$ cat src/rtl/lcg_seq.sv
// Linear congruential generator sequencer driving an external shift-add multiplier.
// Optional macro LCG_COUNT_EN adds a gen_count output counting generated values.
//
// state | meaning
// IDLE  | waiting for req_next; seed_load allowed
// MUL   | multiplier enabled, waiting for mul_done
// DRAIN | enable dropped, waiting for mul_done to clear
module lcg_seq #(
  parameter int              WIDTH  = 8,
  parameter logic [WIDTH-1:0] MULT_A = 5,
  parameter logic [WIDTH-1:0] INC_C  = 3,
  parameter logic [WIDTH-1:0] SEED   = 1
) (
  input  logic               clk,
  input  logic               rst,
  input  logic               req_next,
  input  logic               seed_load,
  input  logic [WIDTH-1:0]   seed_value,
`ifdef LCG_COUNT_EN
  output logic [WIDTH-1:0]   gen_count,
`endif
  output logic [WIDTH-1:0]   rnd_out,
  output logic               rnd_valid,
  output logic               busy,
  output logic [WIDTH-1:0]   mul_multiplicand,
  output logic [WIDTH-1:0]   mul_multiplier,
  output logic               mul_enable,
  input  logic               mul_done,
  input  logic [2*WIDTH-1:0] mul_result
);

  typedef enum logic [1:0] {IDLE, MUL, DRAIN} fsm_t;

  fsm_t             fsm;
  logic [WIDTH-1:0] state;
  logic [WIDTH-1:0] next_val;

  // Upper product bits are discarded: the arithmetic is mod 2^WIDTH.
  logic unused_hi;
  assign unused_hi = ^mul_result[2*WIDTH-1:WIDTH];

  assign next_val         = mul_result[WIDTH-1:0] + INC_C;
  assign mul_multiplicand = state;
  assign mul_multiplier   = MULT_A;
  assign busy             = (fsm != IDLE);

  always_ff @(posedge clk or posedge rst) begin
    if (rst) begin
      fsm        <= IDLE;
      state      <= SEED;
      rnd_out    <= SEED;
      rnd_valid  <= 1'b0;
      mul_enable <= 1'b0;
`ifdef LCG_COUNT_EN
      gen_count  <= '0;
`endif
    end else begin
      rnd_valid <= 1'b0;
      case (fsm)
        IDLE: begin
          if (seed_load) begin
            state <= seed_value;
`ifdef LCG_COUNT_EN
            gen_count <= '0;
`endif
          end else if (req_next) begin
            mul_enable <= 1'b1;
            fsm        <= MUL;
          end
        end
        MUL: begin
          // seed_load takes priority over a product arriving on the same edge
          if (seed_load) begin
            state      <= seed_value;
            mul_enable <= 1'b0;
            fsm        <= DRAIN;
`ifdef LCG_COUNT_EN
            gen_count  <= '0;
`endif
          end else if (mul_done) begin
            state      <= next_val;
            rnd_out    <= next_val;
            rnd_valid  <= 1'b1;
            mul_enable <= 1'b0;
            fsm        <= DRAIN;
`ifdef LCG_COUNT_EN
            gen_count  <= gen_count + 1'b1;
`endif
          end
        end
        DRAIN: begin
          if (seed_load) begin
            state <= seed_value;
`ifdef LCG_COUNT_EN
            gen_count <= '0;
`endif
          end else if (!mul_done) begin
            fsm <= IDLE;
          end
        end
        default: begin
          fsm        <= IDLE;
          mul_enable <= 1'b0;
        end
      endcase
    end
  end

endmodule

$ cat config.mk
export PLATFORM = sky130hd
export DESIGN_NAME = lcg_seq
export DESIGN_NICKNAME = d
export VERILOG_FILES = /design/src/rtl/lcg_seq.sv
export SDC_FILE = /design/constraint.sdc
export NUM_CORES = 1
export LEC_CHECK = 0
export CAP_MARGIN = 25
export CORE_MARGIN = 5
export CORE_UTILIZATION = 39
export DETAILED_ROUTE_END_ITERATION = 16
export PLACE_DENSITY = 0.9
export SLEW_MARGIN = 30
export SYNTH_ARGS = -nofsm -noshare
export SYNTH_HDL_FRONTEND = slang
export SYNTH_SLANG_ARGS = --single-unit
$ cat constraint.sdc
create_clock -name clk -period 1.75 [get_ports clk]
set_input_delay 0.35 -clock clk [delete_from_list [all_inputs] [get_ports clk]]
set_output_delay 0.35 -clock clk [all_outputs]
set_load 0.05 [all_outputs]
==> impl_metrics.py <==
metrics = {
    "logic_synthesis": {
        "synthTopCellsByArea": "dfrtp_1 42%, buf_4 6.9%, a21oi_1 5.1%",
        "synth_area_leader_cell": "dfrtp_1",
        "synth.distinct_cells": 35,
        "synth-seq-cells": 20,
        "yosysSeqAreaShare_pct": 46.5,
        "yosysWarningCount": 0,
        "netlist_area_sq_um": 1080,
        "synthCells": 113,
        "avgSynthCellArea_sq_um": 9.58,
        "synth_top_area_share_pct": 41.6,
    },
    "die": {
        "fp.dieH_um": 62.7,
        "die-area_sq_um": 3930,
        "ioPinCount": 56,
        "core_sq_um": 2710,
        "start_util_pct": 39.9,
        "rows": 19,
        "die_w_um": 62.7,
    },
    "cells_and_area": {
        "drive_gt1_share_pct": 29.5,
        "syn_to_final_growth_pct": 45.9,
        "final_nets": 197,
        "stdcell_area_sq_um": 1580,
        "utilization_pct": 58.3,
        "diodes": 0,
    },
    "drt": {
        "ant_nets": 0,
        "wl_per_cell_um": 14.5,
        "totalWireLength_um": 2850,
        "firstDrtPassIters": 4,
        "dr_total_vias": 995,
        "drc": 0,
        "viasPerCell": 5.05,
        "dr.first_iter.drc_count": 92,
    },
    "pwr": {
        "pwr-share-seq_pct": 33.5,
        "total_power_uw": 2130,
        "clock_power_share_pct": 12.7,
        "p_per_area_nw_per_um2": 1350,
        "combPwrFrac_pct": 53.8,
        "leakagePower_uw": 0.000757,
        "swShare_pct": 46.8,
        "p_switching_uw": 995,
        "p_int_uw": 1130,
        "worst_ir_drop_vdd_uv": 877,
    },
    "global_route": {
        "grt_pass1_wl_um": 4770,
        "grt_max_degree": 21,
        "grt_usage_pct": 14.7,
        "antenna_found_initial": 0,
        "grt_pass1_vias": 1070,
        "overflow": 0,
    },
    "placed_design": {
        "placed_area_sq_um": 1540,
        "place_ws_ns": -0.235,
        "routabilityCongestion": 0.901,
        "hpwl_um": 2290,
        "portBuffers": 39,
    },
    "setup_path": {
        "r2r_slack_ns": 0.23,
        "cp_max_fo": 10,
        "crit_type": "flop to output pin",
        "start_kind": "flop",
        "arrival_ns": 1.34,
        "worstSetupStartpoint": "fsm[0]$_DFFE_PP0P_",
        "crit_path_end": "busy",
        "regToRegStartpoint": "fsm[0]$_DFFE_PP0P_",
        "r2r_end": "mul_multiplicand[7]$_DFFE_PP0P_",
        "end_kind": "output pin",
        "required_ns": 1.40,
        "ff2ff_path_depth": 4,
    },
    "sta": {
        "period_share_pct": 96.5,
        "hold_slack_ns": 0.366,
        "finalHoldViolations": 0,
        "post-route-min-period_ns": 1.69,
        "finalMaxSlewViolations": 0,
        "setup_slack_ns": 0.0607,
        "rsz0062_at_grt": "no",
        "setup_viol": 0,
        "fmax_mhz": 592,
        "finClkSkew_ns": 0.00710,
    },
    "clock_network": {
        "cts_tree": "built",
        "clk_path_buf_depth": 2,
        "htree_levels": 1,
        "clock-sinks": 20,
        "cts_buffers": 3,
        "hold_buffers": 0,
        "clk_latency_ns": 0.30,
        "cts_post_setup_buffers_inserted": 0,
        "clock-root-buffer": "clkbuf_4",
        "clkTransAtPathRegs_ns": 0.12,
        "post_cts_resized": 0,
    },
    "worst_hold_path": {
        "hold_path.class": "primary input to async pin",
    },
    "status": {
        "run_status": "complete, no violations",
    },
    "flow_run": {
        "cap_viol_max_count": 0,
    },
}
-- worst max-delay path, stage by stage, from the launching register on --
cell,delay (ns)
dfrtp_1,0.51
or2_2,0.33
buf_4,0.19
-- logic make-up (layout without fill, tap and decap cells) --
group           after synthesis  after routing  synth area share (%)
xor+xnor                      6              6                  4.86
buf+inv                      19             66                  11.2
flops                        20             20                  46.5
compound gates               29             29                  18.0
other cells                   2              8                 0.694
simple gates                 35             35                  16.5
mux                           1              1                  1.04
fa+ha+maj                     1              1                  1.16
-- cell usage after synthesis (all sizes together) --
library cell / n
or3: 1
nor2: 11
dfrtp: 18
a21o: 4
a21oi: 11
or2: 1
buf: 13
xnor2: 4
nand2b: 1
conb: 2
ha: 1
a32oi: 2
nand3: 3
nor3b: 1
o32ai: 1
xor2: 2
a211oi: 2
o21a: 1
mux2: 1
nor2b: 2
o22ai: 1
o211a: 1
a32o: 1
nor3: 1
nand2: 13
inv: 6
nand3b: 1
dfstp: 2
o2111ai: 1
o21ai: 4
-- worst min-delay path by stage --
stage	from	cells after the start	to	slack [ns]
final	rst	3	rnd_out[4]$_DFFE_PP0P_	0.37
after global placement	rnd_out[5]$_DFFE_PP0P_	2	rnd_out[5]$_DFFE_PP0P_	0.46
after floorplan	rst	1	fsm[0]$_DFFE_PP0P_	0.31
after detailed placement	mul_multiplicand[2]$_DFFE_PP0P_	1	mul_multiplicand[2]$_DFFE_PP0P_	0.47
after global routing	rst	3	mul_multiplicand[4]$_DFFE_PP0P_	0.40
after CTS	rst	3	rnd_out[4]$_DFFE_PP0P_	0.37
-- sequential cells by signal, summed over array words and instances (netlist names) --
name	count
mul_enable	1
mul_multiplicand	8
rnd_valid	1
fsm	2
rnd_out	8
-- layout make-up --
| type | instances | area (sq um) |
|---|---|---|
| clock buffer | 4 | 36.3 |
| multi-input combinational | 80 | 480 |
| timing repair buffer | 56 | 495 |
| inverter | 6 | 25.0 |
| fill | 236 | 1130 |
| sequential | 20 | 503 |
| tap | 31 | 38.8 |
-- layout by cell type (no fill, tap or decap), types with 3 or more instances in the layout --
master | Yosys | final
a21oi_1 | 11 | 11
buf_4 | 10 | 34
xnor2_1 | 4 | 4
conb_1 | 2 | 8
clkbuf_4 | 0 | 3
nand2_1 | 13 | 13
inv_1 | 5 | 5
nor2_1 | 10 | 10
a21o_1 | 4 | 4
dfrtp_1 | 18 | 18
clkdlybuf4s50_1 | 0 | 20
o21ai_0 | 4 | 4
-- power by group through the flow --
stage          Combinational [uW]  Sequential [uW]  Clock, uW
2_1_floorplan                 294             1170          0
3_3_place_gp                 1130              712          0
3_5_place_dp                 1150              722          0
4_1_cts                      1150              712        277
5_1_grt                      1200              729        299
6_report                     1140              712        271
-- metrics by stage --
| stage | instances | TNS, ns |
|---|---|---|
| floorplan | 119 | 0 |
| global placement | 193 | -0.567 |
| detailed placement | 193 | -1.02 |
| CTS | 197 | 0 |
| global route | 197 | 0 |
| finish | 197 | 0 |
-- routing by layer --
| metal | GRT usage [%] | vias up | wire length (um) |
|---|---|---|---|
| met3 | 4.14 | 5 | 212 |
| met1 | 17.3 | 479 | 1140 |
| met2 | 25.3 | 38 | 1460 |
| met5 | 0 | - | 0 |
| met4 | 5.31 | 0 | 35 |
| li1 | - | 473 | - |
(Power assumes the default switching activity.)
==> RTL edit (config.mk and constraints unchanged) <==
Register the input `seed_value` before use, without a reset. The logic sees it one clock later. The other inputs are not delayed to match.
--- a/src/rtl/lcg_seq.sv
+++ b/src/rtl/lcg_seq.sv
@@ -32,4 +32,10 @@
   typedef enum logic [1:0] {IDLE, MUL, DRAIN} fsm_t;
 
+  logic [WIDTH-1:0] seed_value_q;
+
+  always_ff @(posedge clk) begin
+    seed_value_q <= seed_value;
+  end
+
   fsm_t             fsm;
   logic [WIDTH-1:0] state;
@@ -60,5 +66,5 @@
         IDLE: begin
           if (seed_load) begin
-            state <= seed_value;
+            state <= seed_value_q;
 `ifdef LCG_COUNT_EN
             gen_count <= '0;
@@ -72,5 +78,5 @@
           // seed_load takes priority over a product arriving on the same edge
           if (seed_load) begin
-            state      <= seed_value;
+            state      <= seed_value_q;
             mul_enable <= 1'b0;
             fsm        <= DRAIN;
@@ -91,5 +97,5 @@
         DRAIN: begin
           if (seed_load) begin
-            state <= seed_value;
+            state <= seed_value_q;
 `ifdef LCG_COUNT_EN
             gen_count <= '0;
Formal check against the unedited RTL: not equivalent (Yosys sat finds a counterexample within 4 cycles, from zero or initial values and one cycle with rst high).
==> RTL edit against the unedited design <==
- power increased by 16%
- first-iteration DRC count shrank 72%
- count of clock-buffer cells in the layout shrank 1
- wire length down 1.5%
- register-to-register slack better by 160 ps
- clock skew down 6.1 ps
- worst setup slack better by 32 ps
- utilization shrank 0.60 points
- cell area rose by 11%
- die area is 12% higher
- synthesized cell count increased by 8.8%
- sequential cell count grew 8
- area after synthesis up 15%
- largest cell class unchanged
==> RTL edit: results (changes against the unedited design) <==
run_status: "finished clean"
place.detailed.hpwl_mm: 2.16  # -5.8%
cts_root_buffer: "sky130_fd_sc_hd__clkbuf_4"
postSynth.asyncResetShare_pct: 71.4  # -29 points
gp_congestion: 0.896  # -0.51%
clockBufferDepth: 2  # unchanged
antenna_found_initial: 0  # unchanged
postSynth.topFlopCell: "sky130_fd_sc_hd__dfrtp_1"
synthesized_area_divided_by_synthesized_cell_count_sq_um: 10.1  # +5.4%
synthTopCellsByCount: "sky130_fd_sc_hd__nand2_1, sky130_fd_sc_hd__dfrtp_1, sky130_fd_sc_hd__o21ai_0, sky130_fd_sc_hd__buf_4, sky130_fd_sc_hd__dfxtp_1"
placed_area_sq_mm: 0.00169  # +9.7%
area.growth.synth_to_final_pct: 41.8
wl_mm: 2.81  # -1.5%
detailedRoute.firstPassIterationCount: 4  # unchanged
hold_path_class: "in -> async"
vdd_ir_drop_max_v: 0.000625  # -29%
pin_count_of_the_biggest_net_entering_global_routing: 21  # unchanged
first_global_vias: 1014  # -5.2%
fillCellCount: 277  # +17%
master_of_the_slowest_instance_on_the_critical_path: "sky130_fd_sc_hd__dfrtp_1"
max_freq_mhz: 603  # +1.9%
cp_slowest_stage_delay_ps: 460  # -50 ps
first_iter_violations: 26  # -72%
dpl_worst_slack_ps: -106  # +129 ps
wl_per_cell_um: 12.8  # -11%
final.hold.worst_slack_ps: 314  # -51.4 ps
cts_buffers: 3  # unchanged
post_route_cells_drive_above_1_share_pct: 26.3  # -3.2 points
ctsHtreeMaxLevel: 1  # unchanged
skew_ps: 1.02  # -6.09 ps
skew_pair_late_insertion_delay_ps: 330  # +30 ps
rrSetupSlack_ps: 390  # +160 ps
critical_path.max_fanout: 6  # -4
yosys_warnings: 0  # unchanged
cellLeakagePower_nw: 0.844  # +12%
antenna_cells: 0  # unchanged
grt_usage_pct: 13.5  # -1.2 points
synth.yosys.seq_area_share_pct: 53.4  # +7.0 points
final_net_count: 206  # +4.6%
count_of_port_buffers_added_during_placement: 39  # unchanged
grt_pass1_wl_mm: 4.51  # -5.6%
netlist_top_cells_area: "sky130_fd_sc_hd__dfrtp_1, sky130_fd_sc_hd__dfxtp_1, sky130_fd_sc_hd__nand2_1"
drt-vias-per-instance: 4.67  # -7.5%
path_delay_family: "flip-flops"
worst_setup_hold_path_clk_slew_ps: 150  # +30 ps
synthDistinctLibCells: 34  # -2.9%
-- RTL edit: changes by cell type after synthesis, sizes merged, moves of 3 or more --
cell / before / now
dfxtp: 0 / 8
a21oi: 11 / 5
o21ai: 4 / 14
a21o: 4 / 1
nand2: 13 / 22
nor2: 11 / 4
-- RTL edit: timing repair --
item | 4_1_cts | 5_1_grt
buffers inserted | 0 | 2
endpoints found under the setup margin | 0 | 1
gates resized for setup | 0 | 1
-- RTL edit: cell families after synthesis --
group / synth area share, %
flops: 53.4
mux: 1.61
buf+inv: 11.5
compound gates: 13.9
fa+ha+maj: 1.01
other cells: 0.605
xor+xnor: 4.23
simple gates: 13.7
-- RTL edit: cell type report --
class | count | area share [%]
inverters | 6 | 1.28
clock buffers | 3 | 1.28
multi-input cells | 81 | 26.0
flip-flops and latches | 28 | 37.7
repair buffers | 56 | 28.9
well taps | 44 | 3.13
clock inverters | 1 | 1.71
-- RTL edit: path summary, 6_finish.rpt --
path                                            end  depth (start not counted)           startpoint
max in group asynchronous                rnd_out[0]                          3                  rst
worst min register to register  mul_multiplicand[4]                          2  mul_multiplicand[4]
worst max register to register  mul_multiplicand[0]                          6               fsm[0]
worst min-delay path                     mul_enable                          3                  rst
worst max-delay path                           busy                          2               fsm[1]
min in group clk                    seed_value_q[1]                          1        seed_value[1]
-- RTL edit: worst min-delay path, stage by stage --
cell and delay [ps]:
sky130_fd_sc_hd__clkdlybuf4s50_1 390, sky130_fd_sc_hd__inv_1 50, sky130_fd_sc_hd__buf_4 260
-- RTL edit: per-stage QoR --
step	power (mW)	TNS, ps
2_1_floorplan	1.66	0
3_3_place_gp	2.04	-242
3_5_place_dp	2.06	-340
4_1_cts	2.47	0
5_1_grt	2.58	0
6_report	2.47	0
-- RTL edit: power by group --
part | internal, mW | total [mW] | switching [mW] | leakage, nW
clock | 0.232 | 0.425 | 0.193 | 0.0279
combinational | 0.387 | 1.14 | 0.753 | 0.505
sequential | 0.808 | 0.907 | 0.0995 | 0.311
-- RTL edit: per-layer routing --
| layer | part of all wire (%) | track usage (%) | vias to the layer above |
|---|---|---|---|
| li1 | - | - | 501 |
| met5 | 0 | 0 | - |
| met1 | 41 | 16.6 | 482 |
| met3 | 6.1 | 2.72 | 9 |
| met4 | 2.9 | 6.60 | 0 |
| met2 | 50 | 22.4 | 31 |
